==> config.mk <==
export PLATFORM = sky130hd
export DESIGN_NAME = dma_controller_flat
export DESIGN_NICKNAME = d
export VERILOG_FILES = /design/src/rtl/dma_controller_pkg.sv /design/src/rtl/dma_controller_if.sv /design/src/rtl/dma_controller.sv /design/src/flat_wrapper.sv
export SDC_FILE = /design/constraint.sdc
export NUM_CORES = 1
export LEC_CHECK = 0
export BUFFER_PORTS_ARGS = -buffer_cell sky130_fd_sc_hd__buf_2
export CORE_ASPECT_RATIO = 0.5
export CORE_UTILIZATION = 35
export DETAILED_ROUTE_END_ITERATION = 12
export MAX_ROUTING_LAYER = met4
export PLACE_DENSITY = 0.65
export RECOVER_POWER = 100
export SLEW_MARGIN = 15
export SYNTH_ARGS = -nofsm -noshare
export SYNTH_HDL_FRONTEND = slang
export SYNTH_SLANG_ARGS = --single-unit
==> constraint.sdc <==
create_clock -name clk -period 3.05 [get_ports clk]
set_input_delay 0 -clock clk [delete_from_list [all_inputs] [get_ports clk]]
set_output_delay 0 -clock clk [all_outputs]
set_load 0.02 [all_outputs]
==> src/rtl/dma_controller_pkg.sv <==
// Shared constants for the DMA engine, external_device and CPU model: widths, idle offset,
// state encodings and the block-count / block-address helpers.
package dma_controller_pkg;

    localparam int unsigned WORD_SIZE      = 16;
    localparam int unsigned BLOCK_WORDS    = 4;
    localparam int unsigned MAX_BLOCKS     = 3;
    localparam int unsigned DEVICE_BIT_LEN = 2;
    localparam int unsigned ADDR_WIDTH     = 16;
    localparam int unsigned BLOCK_BITS     = BLOCK_WORDS * WORD_SIZE;

    typedef logic [ADDR_WIDTH-1:0]     addr_t;
    typedef logic [ADDR_WIDTH:0]       len_ext_t;
    typedef logic [BLOCK_BITS-1:0]     block_t;
    typedef logic [DEVICE_BIT_LEN-1:0] offset_t;

    // Device answers with high-impedance data on this offset.
    localparam offset_t IDLE_OFFSET = 2'b11;

    localparam logic [2:0] ST_IDLE  = 3'd0;
    localparam logic [2:0] ST_REQ   = 3'd1;
    localparam logic [2:0] ST_FETCH = 3'd2;
    localparam logic [2:0] ST_WRITE = 3'd3;
    localparam logic [2:0] ST_DONE  = 3'd4;

    // Blocks to move for a word count: rounded up, then clamped to what the device holds.
    function automatic offset_t calc_nblk(input addr_t len);
        len_ext_t blocks;
        blocks = (len_ext_t'(len) + len_ext_t'(BLOCK_WORDS - 1)) / len_ext_t'(BLOCK_WORDS);
        if (blocks > len_ext_t'(MAX_BLOCKS)) begin
            return offset_t'(MAX_BLOCKS);
        end
        return offset_t'(blocks);
    endfunction

    function automatic addr_t block_addr(input addr_t base, input offset_t blk);
        return base + addr_t'(blk) * addr_t'(BLOCK_WORDS);
    endfunction

endpackage

==> src/rtl/dma_controller_if.sv <==
// Command, bus-arbitration, device and memory-write signals of the DMA engine.
interface dma_controller_if;
    import dma_controller_pkg::*;

    logic    cmd_valid;
    addr_t   cmd_addr;
    addr_t   cmd_length;
    logic    BG;
    logic    BR;
    offset_t offset;
    block_t  dev_data;
    logic    mem_write;
    addr_t   mem_addr;
    block_t  mem_wdata;
    logic    mem_ready;
    logic    busy;
    logic    dma_end;

    modport master (
        input  cmd_valid, cmd_addr, cmd_length, BG, dev_data, mem_ready,
        output BR, offset, mem_write, mem_addr, mem_wdata, busy, dma_end
    );

    modport slave (
        output cmd_valid, cmd_addr, cmd_length, BG, dev_data, mem_ready,
        input  BR, offset, mem_write, mem_addr, mem_wdata, busy, dma_end
    );

endinterface

==> src/rtl/dma_controller.sv <==
// Bus-master DMA engine: on a CPU command it requests the bus, copies up to MAX_BLOCKS
// device blocks into memory one block per write, then releases the bus and pulses dma_end.
module dma_controller
    import dma_controller_pkg::*;
(
    input logic              clk,
    input logic              reset_n,
    dma_controller_if.master bus
);

    logic [2:0] r_state, w_state;
    addr_t      r_base, w_base;
    offset_t    r_nblk, w_nblk;
    offset_t    r_blk, w_blk;
    block_t     r_buffer, w_buffer;
    addr_t      r_mem_addr, w_mem_addr;
    logic       r_busy, w_busy;

    offset_t    w_cmd_nblk;
    logic       w_last_blk;

    assign w_cmd_nblk = calc_nblk(bus.cmd_length);
    assign w_last_blk = ((r_blk + offset_t'(1)) == r_nblk);

    always_comb begin
        w_state    = r_state;
        w_base     = r_base;
        w_nblk     = r_nblk;
        w_blk      = r_blk;
        w_buffer   = r_buffer;
        w_mem_addr = r_mem_addr;
        w_busy     = r_busy;

        case (r_state)
            ST_IDLE: begin
                if (bus.cmd_valid) begin
                    w_base  = bus.cmd_addr;
                    w_nblk  = w_cmd_nblk;
                    w_blk   = '0;
                    w_busy  = 1'b1;
                    // A zero-length command completes without ever touching the bus.
                    w_state = (w_cmd_nblk != '0) ? ST_REQ : ST_DONE;
                end
            end
            ST_REQ: begin
                if (bus.BG) begin
                    w_state = ST_FETCH;
                end
            end
            ST_FETCH: begin
                w_buffer   = bus.dev_data;
                w_mem_addr = block_addr(r_base, r_blk);
                w_state    = ST_WRITE;
            end
            ST_WRITE: begin
                if (bus.mem_ready) begin
                    if (w_last_blk) begin
                        w_state = ST_DONE;
                    end else begin
                        w_blk   = r_blk + offset_t'(1);
                        w_state = bus.BG ? ST_FETCH : ST_REQ;
                    end
                end
            end
            ST_DONE: begin
                w_busy  = 1'b0;
                w_state = ST_IDLE;
            end
            default: begin
                w_state = ST_IDLE;
            end
        endcase
    end

    always_ff @(posedge clk or negedge reset_n) begin
        if (!reset_n) begin
            r_state    <= ST_IDLE;
            r_base     <= '0;
            r_nblk     <= '0;
            r_blk      <= '0;
            r_buffer   <= '0;
            r_mem_addr <= '0;
            r_busy     <= 1'b0;
        end else begin
            r_state    <= w_state;
            r_base     <= w_base;
            r_nblk     <= w_nblk;
            r_blk      <= w_blk;
            r_buffer   <= w_buffer;
            r_mem_addr <= w_mem_addr;
            r_busy     <= w_busy;
        end
    end

    assign bus.BR        = (r_state == ST_REQ) || (r_state == ST_FETCH) || (r_state == ST_WRITE);
    assign bus.offset    = (r_state == ST_FETCH) ? r_blk : IDLE_OFFSET;
    assign bus.mem_write = (r_state == ST_WRITE);
    assign bus.mem_addr  = r_mem_addr;
    assign bus.mem_wdata = r_buffer;
    assign bus.busy      = r_busy;
    assign bus.dma_end   = (r_state == ST_DONE);

endmodule
==> src/flat_wrapper.sv <==
// flat-port wrapper written by rule: the top's interface ports become plain ports
module dma_controller_flat import dma_controller_pkg::*;
  (clk, reset_n, bus_cmd_valid, bus_cmd_addr, bus_cmd_length, bus_BG, bus_dev_data, bus_mem_ready, bus_BR, bus_offset, bus_mem_write, bus_mem_addr, bus_mem_wdata, bus_busy, bus_dma_end);
  dma_controller_if bus_i ();
  input logic clk;
  input logic reset_n;
  input wire logic [$bits(bus_i.cmd_valid)-1:0] bus_cmd_valid;
  input wire logic [$bits(bus_i.cmd_addr)-1:0] bus_cmd_addr;
  input wire logic [$bits(bus_i.cmd_length)-1:0] bus_cmd_length;
  input wire logic [$bits(bus_i.BG)-1:0] bus_BG;
  input wire logic [$bits(bus_i.dev_data)-1:0] bus_dev_data;
  input wire logic [$bits(bus_i.mem_ready)-1:0] bus_mem_ready;
  output wire logic [$bits(bus_i.BR)-1:0] bus_BR;
  output wire logic [$bits(bus_i.offset)-1:0] bus_offset;
  output wire logic [$bits(bus_i.mem_write)-1:0] bus_mem_write;
  output wire logic [$bits(bus_i.mem_addr)-1:0] bus_mem_addr;
  output wire logic [$bits(bus_i.mem_wdata)-1:0] bus_mem_wdata;
  output wire logic [$bits(bus_i.busy)-1:0] bus_busy;
  output wire logic [$bits(bus_i.dma_end)-1:0] bus_dma_end;
  assign bus_i.cmd_valid = bus_cmd_valid;
  assign bus_i.cmd_addr = bus_cmd_addr;
  assign bus_i.cmd_length = bus_cmd_length;
  assign bus_i.BG = bus_BG;
  assign bus_i.dev_data = bus_dev_data;
  assign bus_i.mem_ready = bus_mem_ready;
  assign bus_BR = bus_i.BR;
  assign bus_offset = bus_i.offset;
  assign bus_mem_write = bus_i.mem_write;
  assign bus_mem_addr = bus_i.mem_addr;
  assign bus_mem_wdata = bus_i.mem_wdata;
  assign bus_busy = bus_i.busy;
  assign bus_dma_end = bus_i.dma_end;
  dma_controller u_core (.clk(clk), .reset_n(reset_n), .bus(bus_i));
endmodule
# After elaboration in Yosys (flattened, before gate mapping)
# Index checks and enable logic that the tools add are counted.
[totals]
regBits = 104
inputBits = 101
output_inout_bits = 86
word_cells = 47
[classes]
addsub = 3
order_cmp = 1
n_eq_ne = 9
n_mux = 17
n_reduce_logical = 10
[ops]
columns = ["operator", "count"]
rows = [
  ["$add 16x2->17 const B", 1],
  ["$add 16x4->16", 1],
  ["$gt 15x2->1 const B", 1],
  ["$mux 3", 5],
  ["$mux 2", 7],
  ["$pmux 3 s4", 1],
  ["$ne 2x2->1 const B", 4],
  ["$eq 3x2->1 const B", 2],
  ["$reduce_bool 2->1", 3],
  ["$pmux 2 s2", 1],
  ["$reduce_and 2->1", 2],
  ["$reduce_and 4->1", 1],
  ["$eq 3x1->1 const B", 1],
  ["$eq 3x3->1 const B", 1],
  ["$logic_not 3->1", 1],
  ["$reduce_and 3->1", 1],
  ["$add 2x1->2 const B", 1],
  ["$eq 2x2->1", 1],
  ["$logic_or 1x1->1", 2],
  ["$mux 1", 2],
  ["$pmux 1 s2", 1],
]

# Longest topological paths before layout
# Gate-level depths: netlist of run 1.
[depth]
word_depth = 8
mapped_depth = 7
depth_no_buf = 7

# Worst setup path after synthesis of run 1
# No wires, ideal clock.
[synth_path]
path_type = "register to register"
startpoint = "reg u_core.r_blk[0]"
endpoint = "reg u_core.r_mem_addr[12], in the netlist u_core.bus.mem_addr[12]"
arrival_time_ps = 1664
slack_ps = 1303
stages_incl_launch_ff = 8
n_path_buf = 0
period_less_slack_ps = 1747
path_cell_list = "dfrtp_1 -> ha_1 -> inv_1 -> fa_1 -> nor2_1 -> nand4_1 -> xor2_1 -> o21ai_0"
[synth_between]
elab_chain_cells = 1
[synth_lines]
columns = ["item", "line_no", "text"]
rows = [
  ["start: declaration", "dma_controller.sv:14", "offset_t r_blk, w_blk;"],
  ["start signal: assignment", "dma_controller.sv:88", "r_blk <= w_blk;"],
  ["$add 16x4->16", "dma_controller_pkg.sv:37", "return base + addr_t'(blk) * addr_t'(BLOCK_WORDS);"],
  ["end signal: assignment", "dma_controller.sv:90", "r_mem_addr <= w_mem_addr;"],
  ["end: declaration", "dma_controller.sv:16", "addr_t r_mem_addr, w_mem_addr;"],
]
# Every way passes these cells.
# A chain may end at the register's enable or synchronous reset.

# Worst setup path in the final report of run 1
[layout_path]
startpoint = "reg u_core.r_state[0]"
endpoint = "reg u_core.r_blk[0]"
[layout_between]
elab_chain_cells = 3
word_cells_on_any_way = 8
[layout_lines]
columns = ["item", "line_no", "text"]
rows = [
  ["start: declaration", "dma_controller.sv:11", "logic [2:0] r_state, w_state;"],
  ["start signal: assignment", "dma_controller.sv:85", "r_state <= w_state;"],
  ["$eq 3x2->1 or $logic_not 3->1 (tied branches)", "dma_controller.sv:34", "case (r_state)"],
  ["$ne 2x2->1 (no line) or $reduce_bool 2->1 (tied branches)", "n/a", ""],
  ["$reduce_and 4->1 (no line)", "n/a", ""],
]
# Parallel ways exist; a longest one is shown, timed or not.

==> results by group, run 1 <==
Clock tree
  – Htree depth: 3
  – Number of buffers on the longest clock path: 2
  – TritonCTS Buffers: 9
  – Worst-Skew Late Latency: 0.34 ns
  – Clock sinks: 104
  – Root Buffer: clkbuf_16
  – TritonCTS clock tree: built
  – Clock transition at path regs: 0.07 ns

Timing
  – Max frequency: between 0.4 and 0.5 GHz
  – Final setup fails: 0
  – Rel. slew slack: 0.0500
  – Share of the cycle needed by the critical path after routing: 0.777
  – Post-layout min period: about 2.4 ns
  – Worst Skew: 0.00588 ns
  – Final hold violations: 0
  – Number of pins with negative max-slew slack in the final report: 0
  – RSZ-0062 raised after global routing: false
  – Worst slew pin tran: approximately 1.4 ns
  – Final total negative setup slack: 0 ns

Final layout
  – Fraction of the core area covered by cells at the end of the flow: 0.537
  – Most frequent cells in the layout: 226 x nand2_1, 104 x dfrtp_1, 101 x buf_2, 88 x clkbuf_1, 83 x dlygate4sd3_1
  – Most common library cell in the layout ignoring fill and taps: nand2_1
  – Layout Area Growth over Synthesis: 46.0%
  – Final #Nets: 838
  – Layout cells sized above 1: 0.187
  – N_diodes: 0

Yosys
  – Most common flop cell mapped by yosys: dfrtp_1
  – Post-Syn Nets: 574
  – Post-synthesis async set-or-reset flop share: 1.00
  – Synthesis Warnings: 0
  – Synth unique cells: 39
  – Total standard cell area after synthesis: between 0.004 and 0.005 sq mm
  – Number of enable-type register cells in the synthesized netlist: 0
  – Number of instances in the synthesized netlist: between 400 and 500
  – Flops & latches, synth: 104
  – Mapped Avg Cell Area: about 9.5 sq um
  – Sequential-to-total area share from yosys stat: 0.583

Global route
  – Via count of the first global-routing pass: around 3900
  – First-pass GRT wire length: around 18000 microns
  – Pin count of the biggest net entering global routing: 60
  – Congestion Overflow GR: 0
  – Global-route usage over all layers: 0.183
  – Antenna violations before repair: 0

Detailed routing
  – Average wire per standard cell: 12.6 microns
  – Post-DRT Antenna Nets: 0
  – Pre-antenna DRT Iters: 4
  – DR vias: between 4000 and 5000
  – Via density per instance: about 4.5
  – Detailed router's first-iteration violation count: 172
  – Post-route DRC violation count: 0
  – Routed wire length: roughly 11000 microns

Flow run
  – Count of maximum capacitance violations: 0

Placed design
  – HPWL reported at the end of detailed placement: 7460 microns
  – Final weighted congestion in routability-driven placement: ~0.75
  – PortBufs: about 190

Pwr
  – Post-layout power: 6.50 mW
  – Largest vdd supply drop: roughly 0.00035 V
  – Static leakage: ~3.2 nW
  – Power density over the cells: 998 mW/mm^2

Setup path
  – Cell family with the largest share of critical-path delay: buffers and inverters
  – Setup Crit Path Kind: reg2reg
  – Critical path, cell by cell: nor4b_1 -> clkbuf_1 -> o21ai_0 -> mux2_2
  – Delay of the slowest critical-path stage: 0.97 ns
  – Reg2Reg Setup Slack: 0.68 ns
  – Cell count along the critical path: 4
  – Crit path buf inv count: 1
  – Crit path required time: 3.27 ns
  – Worst-case reg-to-reg path depth: 4
  – CP Data Arrival Time: 2.59 ns
  – Worst-path fanout max: 25
  – Kind of capture point of the worst setup path: flip-flop
  – Launching element type of the critical path: flip-flop
  – Slowest cell on the critical path: clkbuf_1

Die
  – Number of top-level design ports: 187
  – Die W: 162 microns
  – Vertical die dimension: 81.8 microns
  – Die Area: 0.0132 sq mm
  – Initial Util: 0.368
  – Standard cell core area: 0.0121 sq mm
  – Site Rows: 28

Min path
  – Count of cells along the worst hold path: 3
  – Classification of the worst-slack hold path: in2reg

Outcome
  – Outcome: finished clean
==> per-stage QoR <==
step	setup slack (ns)	cell area (sq um)	instances	hold slack [ns]
global route	0.371	6510	903	0.0294
detailed placement	1.07	5540	805	0.127
CTS	0.941	6660	903	0.000538
global placement	1.11	5540	805	0.113
floorplan	1.30	4460	470	-0.296
finish	0.679	6510	903	0.00233
==> report_power, final <==
part,switching (mW),total [mW],internal (mW),leakage [nW]
sequential,0.432,2.49,2.06,1.27
clock,0.481,1.13,0.654,0.139
combinational,1.92,2.88,0.955,1.79
total,2.84,6.50,3.66,3.20
==> state kept, by name, indices dropped and copies added (netlist names) <==
register,count
u_core.bus.mem_addr,16
u_core.bus.busy,1
u_core.r_nblk,2
u_core.r_state,3
u_core.r_base,16
u_core.bus.mem_wdata,64
u_core.r_blk,2
==> routing by layer <==
layer	global-route usage	routed length (microns)	vias up
met5	-	0	-
met4	0.0670	280	0
met3	0.0409	462	25
met2	0.334	5920	103
met1	0.202	4750	1892
li1	-	-	2030
==> kinds of logic (layout without fill, tap and decap cells) <==
logic type	after synthesis	in the layout	synth area share
AND/OR/NAND/NOR	265	265	0.246
flip-flops	104	104	0.583
AO/OA/AOI/OAI	36	36	0.0527
buffers and inverters	29	297	0.0337
multiplexers	18	18	0.0449
XOR/XNOR	15	15	0.0295
adder cells (fa/ha/maj)	3	3	0.0101
==> worst paths after layout <==
path | from | endpoint
max in group asynchronous | reset_n | u_core.bus.mem_wdata[34]
worst max register to register | u_core.r_state[0] | u_core.r_blk[0]
min in group asynchronous | reset_n | u_core.r_state[1]
worst max-delay path | u_core.r_state[0] | u_core.r_blk[0]
worst min-delay path | bus_cmd_valid | u_core.bus.busy
worst min register to register | u_core.r_base[0] | u_core.bus.mem_addr[0]
==> timing repair <==
| action | CTS | global route |
|---|---|---|
| gates resized for setup | 0 | 0 |
| endpoints found under the hold margin | 138 | 0 |
| setup buffers | 0 | 0 |
| hold buffers | 83 | 0 |
| endpoints found under the setup margin | 0 | 0 |
==> area by class of cell <==
cell class	count	area (sq um)
sequential	104	2600
tap	165	206
multi-input combinational	337	1690
clock inverter	3	42.5
timing repair buffer	275	1700
clock buffer	12	246
inverter	7	26.3
fill	1178	5610
==> synth_stat cells (3+ instances only) <==
| master | n | area, sq um |
|---|---|---|
| a31oi_1 | 3 | 18.8 |
| nor3_1 | 3 | 15.0 |
| nor2_1 | 10 | 37.5 |
| buf_6 | 3 | 33.8 |
| a21oi_1 | 4 | 20.0 |
| nand4_1 | 5 | 31.3 |
| xor2_1 | 13 | 114 |
| o21ai_0 | 18 | 90.1 |
| nand2_1 | 226 | 848 |
| dfrtp_1 | 104 | 2600 |
| clkbuf_1 | 8 | 30.0 |
| mux2_2 | 16 | 180 |
| buf_2 | 9 | 45.0 |
| nand3_1 | 4 | 20.0 |
| inv_1 | 7 | 26.3 |
| nand2b_1 | 3 | 18.8 |
==> worst register-to-register path, cell delays in order (launching register included) <==
cell      delay, ns
dfrtp_1        0.48
nor4b_1        0.32
clkbuf_1       0.97
o21ai_0        0.18
mux2_2         0.31
Note: power is estimated with default switching activity, not from simulation.
==> run 2: changes to the inputs <==
Settings changed: PLACE_DENSITY 0.65 to 0.67.
Clock period 3.05 ns to 1.94 ns, I/O delays scaled along.
==> run 2 against run 1 <==
  * The run now ends with capacitance limit, slew limit left
  * Maximum frequency rose by 30%
  * Register-to-register slack got worse by 0.56 ns
  * Clock-buffer cell count increased by 1
  * Clock power rose by 56%
  * Die area unchanged
  * Sequential share of layout area fell by 0.52 points
  * Combinational power is 63% higher
  * Power rose by 59%
  * Routed wire length is 2.8% higher
  * Setup slack got worse by 0.56 ns
  * Non-clock buffer count up 4
  * Utilization is 0.70 points higher
  * Critical endpoint unchanged
  * Largest cell class unchanged
==> results by group, run 2 (synthesized netlist as in run 1, its figures left out) <==
Outcome
  – Outcome: finished, violations left
  – Violations in the final reports: capacitance limit, slew limit

Timing
  – Share of the cycle needed by the critical path after routing: 0.940 (+0.163)
  – Rel. slew slack: -0.112 (-0.162)
  – Final total negative setup slack: 0 ns (unchanged)
  – Number of pins with negative max-slew slack in the final report: 30 (+30)
  – Final hold violations: 0 (unchanged)
  – Final setup fails: 0 (unchanged)
  – RSZ-0062 raised after global routing: false
  – Max frequency: 0.548 GHz (+30%)
  – Hold Worst Slack: 0.0208 ns (+0.0185 ns)
  – Worst slew pin tran: 1.67 ns (+0.243 ns)
  – Post-layout min period: 1.82 ns (-0.547 ns)
  – Worst Skew: 0.00821 ns (+0.00232 ns)

Die
  – Die Area: 0.0132 sq mm (unchanged)
  – Site Rows: 28 (unchanged)
  – Die W: 162 microns (unchanged)
  – Vertical die dimension: 81.8 microns (unchanged)
  – Initial Util: 0.368 (unchanged)
  – Standard cell core area: 0.0121 sq mm (unchanged)
  – Number of top-level design ports: 187 (unchanged)

Pwr
  – Largest vdd supply drop: 0.000756 V (+110%)
  – Power density over the cells: 1560 mW/mm^2 (+57%)
  – Static leakage: 3.23 nW (+1.0%)

Placed design
  – HPWL reported at the end of detailed placement: 7620 microns (+2.2%)
  – Final weighted congestion in routability-driven placement: 0.790 (+5.6%)
  – PortBufs: 186 (unchanged)

Detailed routing
  – Via density per instance: 4.50 (+0.38%)
  – Detailed router's first-iteration violation count: 205 (+19%)
  – Average wire per standard cell: 12.9 microns (+2.2%)
  – DR vias: 4088 (+0.94%)
  – Post-DRT Antenna Nets: 0 (unchanged)
  – Routed wire length: 11700 microns (+2.8%)
  – Pre-antenna DRT Iters: 4 (unchanged)
  – Post-route DRC violation count: 0 (unchanged)

Setup path
  – Worst-case reg-to-reg path depth: 4 (unchanged)
  – Slowest cell on the critical path: nor4b_1
  – FF-to-FF End: u_core.r_blk[0]
  – Delay of the slowest critical-path stage: 0.57 ns (-0.40 ns)
  – Reg2Reg Setup Slack: 0.12 ns (-0.56 ns)
  – Kind of capture point of the worst setup path: flip-flop
  – Startpoint of the most critical register-to-register path: u_core.r_state[2]
  – Setup Crit Path Kind: reg2reg
  – CP Data Arrival Time: 2.05 ns (-0.54 ns)
  – Critical path, cell by cell: nor4b_1 -> buf_12 -> o21ai_0 -> mux2_2
  – Crit path required time: 2.17 ns (-1.10 ns)
  – Worst-path fanout max: 25 (unchanged)
  – Launching element type of the critical path: flip-flop

Clock tree
  – Clock sinks: 104 (unchanged)
  – Post-CTS Repair Setup Buffers: 0 (unchanged)
  – TritonCTS clock tree: built
  – Htree depth: 3 (unchanged)
  – Clock transition at path regs: 0.07 ns (about the same)
  – Worst-Skew Late Latency: 0.34 ns (about the same)
  – Root Buffer: clkbuf_16
  – TritonCTS Buffers: 9 (unchanged)
  – Number of buffers on the longest clock path: 2 (unchanged)

Flow run
  – Count of maximum capacitance violations: 1 (+1)

Global route
  – Congestion Overflow GR: 0 (unchanged)
  – Global-route usage over all layers: 0.185 (+0.00109)
  – Pin count of the biggest net entering global routing: 88 (+47%)
  – Antenna violations before repair: 0 (unchanged)
  – First-pass GRT wire length: 18500 microns (about the same)
  – Via count of the first global-routing pass: 3981 (+0.89%)

Final layout
  – Most common library cell in the layout ignoring fill and taps: nand2_1
  – Seq. cell area: 0.00260 sq mm (unchanged)
  – N_diodes: 0 (unchanged)
  – Multi-input combinational cell area: 0.00170 sq mm (+0.82%)
  – Layout Area Growth over Synthesis: 47.9%
  – Flip-flop count of the largest register, all copies and words added: 64 (unchanged)
  – Filler instances: 1124 (-4.6%)
  – Most frequent cells in the layout: 226 x nand2_1, 104 x dfrtp_1, 99 x buf_2, 90 x clkbuf_1, 84 x dlygate4sd3_1
  – Layout cells sized above 1: 0.191 (+0.00413)
  – Final #Nets: 842 (+0.48%)

Min path
  – Classification of the worst-slack hold path: in2reg
  – Destination of the worst hold path: u_core.r_nblk[1]
  – Hold Path Origin: bus_cmd_length[3]
  – Count of cells along the worst hold path: 3 (unchanged)
==> run 2: cell type report <==
| class | count | area share |
|---|---|---|
| inverters | 7 | 0.00398 |
| repair buffers | 279 | 0.270 |
| flip-flops and latches | 104 | 0.394 |
| multi-input cells | 337 | 0.258 |
| well taps | 165 | 0.0313 |
| clock buffers | 13 | 0.0364 |
| clock inverters | 3 | 0.00645 |
==> run 2: per-stage QoR <==
step / util / instances / cell area, sq um / power [mW] / setup WS [ns]
floorplan: - / 470 / 4460 / 7.04 / 0.193
global placement: 0.462 / 808 / 5600 / 8.60 / 0.123
detailed placement: 0.462 / 808 / 5600 / 8.71 / 0.0733
CTS: 0.555 / 908 / 6730 / 10.7 / 0.0435
global route: 0.544 / 908 / 6600 / 11.1 / 0.0131
finish: 0.544 / 908 / 6600 / 10.3 / 0.116
==> run 2: critical path: cells and delay by family, from the launching register on <==
kind | cells | cell delay, ns
simple gates | 1 | 0.57
buf+inv | 1 | 0.25
mux | 1 | 0.28
compound gates | 1 | 0.11
flops | 1 | 0.50
==> run 2: where the power goes <==
part | internal (mW) | leakage [nW] | total [mW] | switching [mW]
combinational | 1.57 | 1.83 | 4.69 | 3.12
sequential | 3.23 | 1.27 | 3.87 | 0.634
clock | 1.00 | 0.134 | 1.76 | 0.762
total | 5.80 | 3.23 | 10.3 | 4.52
==> run 2: worst max-delay path by stage <==
stage,from,end,cells after the start
2_1_floorplan,u_core.r_blk[0],u_core.bus.mem_addr[12],7
3_3_place_gp,u_core.r_blk[1],u_core.bus.mem_addr[12],6
3_5_place_dp,u_core.r_blk[0],u_core.bus.mem_addr[12],7
4_1_cts,u_core.r_blk[0],u_core.bus.mem_addr[12],7
5_1_grt,reset_n,u_core.bus.mem_wdata[29],3
6_report,u_core.r_state[2],u_core.r_blk[0],4
==> run 2: what timing repair did <==
action | CTS | global route
hold buffers | 84 | 0
gates resized for setup | 0 | 1
endpoints found under the hold margin | 181 | 0
endpoints found under the setup margin | 0 | 4
==> run 2: per-layer routing <==
layer  vias up  track usage  share of wire
met5         -            -              0
met4         0       0.0660          0.021
met3        21       0.0419          0.037
met2        97        0.343           0.53
met1      1927        0.198           0.42
li1       2043            -              -
==> run 3: changes to the inputs <==
Settings changed: CORE_UTILIZATION 35 to 43, PLACE_DENSITY 0.67 to 0.79.
==> run 3 against run 2 <==
  * The flow now finishes without violations
  * Routed wire length is 11% higher
  * Via count rose by 6.7%
  * Sequential power is 2% higher
  * Clock-buffer cell count down 1
  * Cell count is 3.4% lower
  * Sequential share of layout area decreased by 0.10 points
  * Flip-flop and latch count is the same
  * Maximum frequency up 2.0%
  * Highest routed layer unchanged
  * Clock skew fell by 0.0023 ns
==> results by group, run 3 (synthesized netlist as in run 1, its figures left out) <==
Clock tree
  – TritonCTS clock tree: built
  – Worst-Skew Late Latency: 0.34 ns (about the same)
  – Clock sinks: 104 (unchanged)
  – Clock transition at path regs: 0.07 ns (about the same)
  – Number of buffers on the longest clock path: 2 (unchanged)
  – Post-CTS Repair Setup Buffers: 0 (unchanged)
  – TritonCTS Buffers: 9 (unchanged)
  – Htree depth: 3 (unchanged)
  – Root Buffer: clkbuf_16

Timing
  – Final hold violations: 0 (unchanged)
  – Worst slew pin tran: 1.22 ns (-0.447 ns)
  – Worst Skew: 0.00591 ns (-0.00230 ns)
  – Rel. slew slack: 0.186 (+0.298)
  – Post-layout min period: 1.79 ns (-0.0350 ns)
  – RSZ-0062 raised after global routing: false
  – Final total negative setup slack: 0 ns (unchanged)
  – Number of pins with negative max-slew slack in the final report: 0 (-100%)
  – Final setup fails: 0 (unchanged)
  – Share of the cycle needed by the critical path after routing: 0.922 (-0.0180)
  – Hold Worst Slack: 0.0194 ns (-0.00139 ns)
  – Max frequency: 0.559 GHz (+2.0%)

Detailed routing
  – Pre-antenna DRT Iters: 5 (+1)
  – DR vias: 4362 (+6.7%)
  – Average wire per standard cell: 14.9 microns (+15%)
  – Post-DRT Antenna Nets: 0 (unchanged)
  – Post-route DRC violation count: 0 (unchanged)
  – Detailed router's first-iteration violation count: 267 (+30%)
  – Routed wire length: 13100 microns (+11%)
  – Via density per instance: 4.97 (+10%)

Placed design
  – PortBufs: 186 (unchanged)
  – HPWL reported at the end of detailed placement: 7380 microns (-3.3%)
  – Final weighted congestion in routability-driven placement: 0.801 (+1.4%)
  – Dpl cell area: 0.00556 sq mm (-0.80%)
  – Cells after DPL: 777 (-3.8%)

Final layout
  – Flip-flop count of the largest register, all copies and words added: 64 (unchanged)
  – Final #Nets: 841 (-0.12%)
  – Design Area, Final: 0.00662 sq mm (+0.27%)
  – Fraction of the core area covered by cells at the end of the flow: 0.678 (+0.134)
  – N_diodes: 0 (unchanged)
  – Most common library cell in the layout ignoring fill and taps: nand2_1
  – Count of non-filler cells in the finished layout: 877 (-3.4%)
  – Filler instances: 729 (-35%)
  – Layout Area Growth over Synthesis: 48.3%
  – Most frequent cells in the layout: 226 x nand2_1, 104 x dfrtp_1, 101 x buf_2, 85 x clkbuf_1, 84 x dlygate4sd3_1
  – Layout cells sized above 1: 0.197 (+0.00565)

Setup path
  – Start point of the critical path: u_core.r_blk[1]
  – Critical path, cell by cell: ha_1 -> a21o_1 -> and3_1 -> nand2_1 -> xor2_1 -> o21ai_0
  – CP Data Arrival Time: 1.98 ns (-0.07 ns)
  – Kind of capture point of the worst setup path: flip-flop
  – Slowest cell on the critical path: dfrtp_1
  – Setup Crit Path Kind: reg2reg
  – Cell family with the largest share of critical-path delay: simple AND/OR/NAND/NOR gates
  – Worst-path fanout max: 5 (-80%)
  – Launching element type of the critical path: flip-flop
  – Crit path required time: 2.13 ns (-0.04 ns)
  – Reg2Reg Setup Slack: 0.15 ns (+0.03 ns)
  – Crit path buf inv count: 0 (-1)
  – Startpoint of the most critical register-to-register path: u_core.r_blk[1]
  – Delay of the slowest critical-path stage: 0.44 ns (-0.13 ns)

Pwr
  – Static leakage: 3.26 nW (+1.0%)
  – Sequential cell fraction of total power: 0.365 (-0.010)
  – Largest vdd supply drop: 0.000748 V (-1.1%)
  – Power share of the combinational group: 0.440 (-0.014)
  – Fraction of power spent switching nets: 0.436 (-0.00226)
  – Cell Int Power: 6.11 mW (+5.4%)
  – Switching pwr: 4.72 mW (+4.4%)
  – Power density over the cells: 1640 mW/mm^2 (+4.7%)
  – Fraction of power consumed by the clock network: 0.195 (+0.024)

Min path
  – Hold Path Origin: bus_mem_ready
  – Classification of the worst-slack hold path: in2reg

Flow run
  – Count of maximum capacitance violations: 0 (-1)

Die
  – Site Rows: 25 (-11%)
  – Standard cell core area: 0.00976 sq mm (-19%)
  – Initial Util: 0.457 (+0.0891)
  – Number of top-level design ports: 187 (unchanged)
  – Die W: 146 microns (-9.7%)
  – Die Area: 0.0108 sq mm (-18%)
  – Vertical die dimension: 74.0 microns (-9.5%)

Global route
  – Pin count of the biggest net entering global routing: 73 (-17%)
  – Antenna violations before repair: 0 (unchanged)
  – Global-route usage over all layers: 0.257 (+0.0720)
  – First-pass GRT wire length: 20900 microns (+13%)
  – Congestion Overflow GR: 0 (unchanged)
  – Via count of the first global-routing pass: 4410 (+11%)

Outcome
  – Outcome: finished clean
## run 3: changes by cell type in the layout (fill, tap and decap cells not counted), sizes merged
cell | before | now
clkinvlp | 1 | 0
inv | 7 | 8
bufinv | 1 | 3
clkinv | 1 | 0
clkbuf | 101 | 99
## run 3: layout make-up
type / instances / area [sq um] / area share
sequential: 104 / 2600 / 0.393
tap: 135 / 169 / 0.0255
timing repair buffer: 278 / 1760 / 0.266
clock inverter: 4 / 98.8 / 0.0149
multi-input combinational: 337 / 1700 / 0.257
clock buffer: 12 / 256 / 0.0388
inverter: 7 / 26.3 / 0.00397
## run 3: final timing paths
path | endpoint | depth (start not counted)
max | u_core.bus.mem_addr[13] | 6
min | u_core.r_state[1] | 4
max reg2reg | u_core.bus.mem_addr[13] | 6
min reg2reg | u_core.bus.mem_addr[0] | 2
max in group asynchronous | u_core.bus.mem_wdata[36] | 3
min in group asynchronous | u_core.bus.busy | 2
## run 3: tightest hold or removal path, cell delays in order
cell and delay, ns:
buf_2 0.12, nand2_1 0.07, a32oi_1 0.05, nor2_1 0.08
## run 3: what timing repair did
item	in CTS	in global routing
hold buffers	84	0
pin swaps	0	1
endpoints found under the setup margin	1	4
hold endpoints to repair	129	0
resized for setup	1	2
## run 3: power by group through the flow
| stage | sequential [mW] | combinational, mW | clock [mW] |
|---|---|---|---|
| final | 3.95 | 4.77 | 2.11 |
| after floorplan | 4.83 | 2.21 | 0 |
| after global placement | 3.88 | 4.65 | 0 |
| after CTS | 3.89 | 4.93 | 2.16 |
| after global routing | 4.08 | 5.24 | 2.22 |
| after detailed placement | 3.92 | 4.78 | 0 |
## run 3: per-layer routing
layer	up-vias	track usage	share of wire
met5	-	-	0
met3	59	0.0571	0.053
met1	2080	0.275	0.39
met4	0	0.128	0.037
met2	184	0.464	0.52
li1	2039	-	-
## run 3: per-stage QoR
stage / worst slack, ns / power [mW]
2_1_floorplan: 0.193 / 7.04
3_3_place_gp: 0.129 / 8.53
3_5_place_dp: 0.0309 / 8.70
4_1_cts: 0.0772 / 11.0
5_1_grt: 0.0200 / 11.5
6_report: 0.151 / 10.8
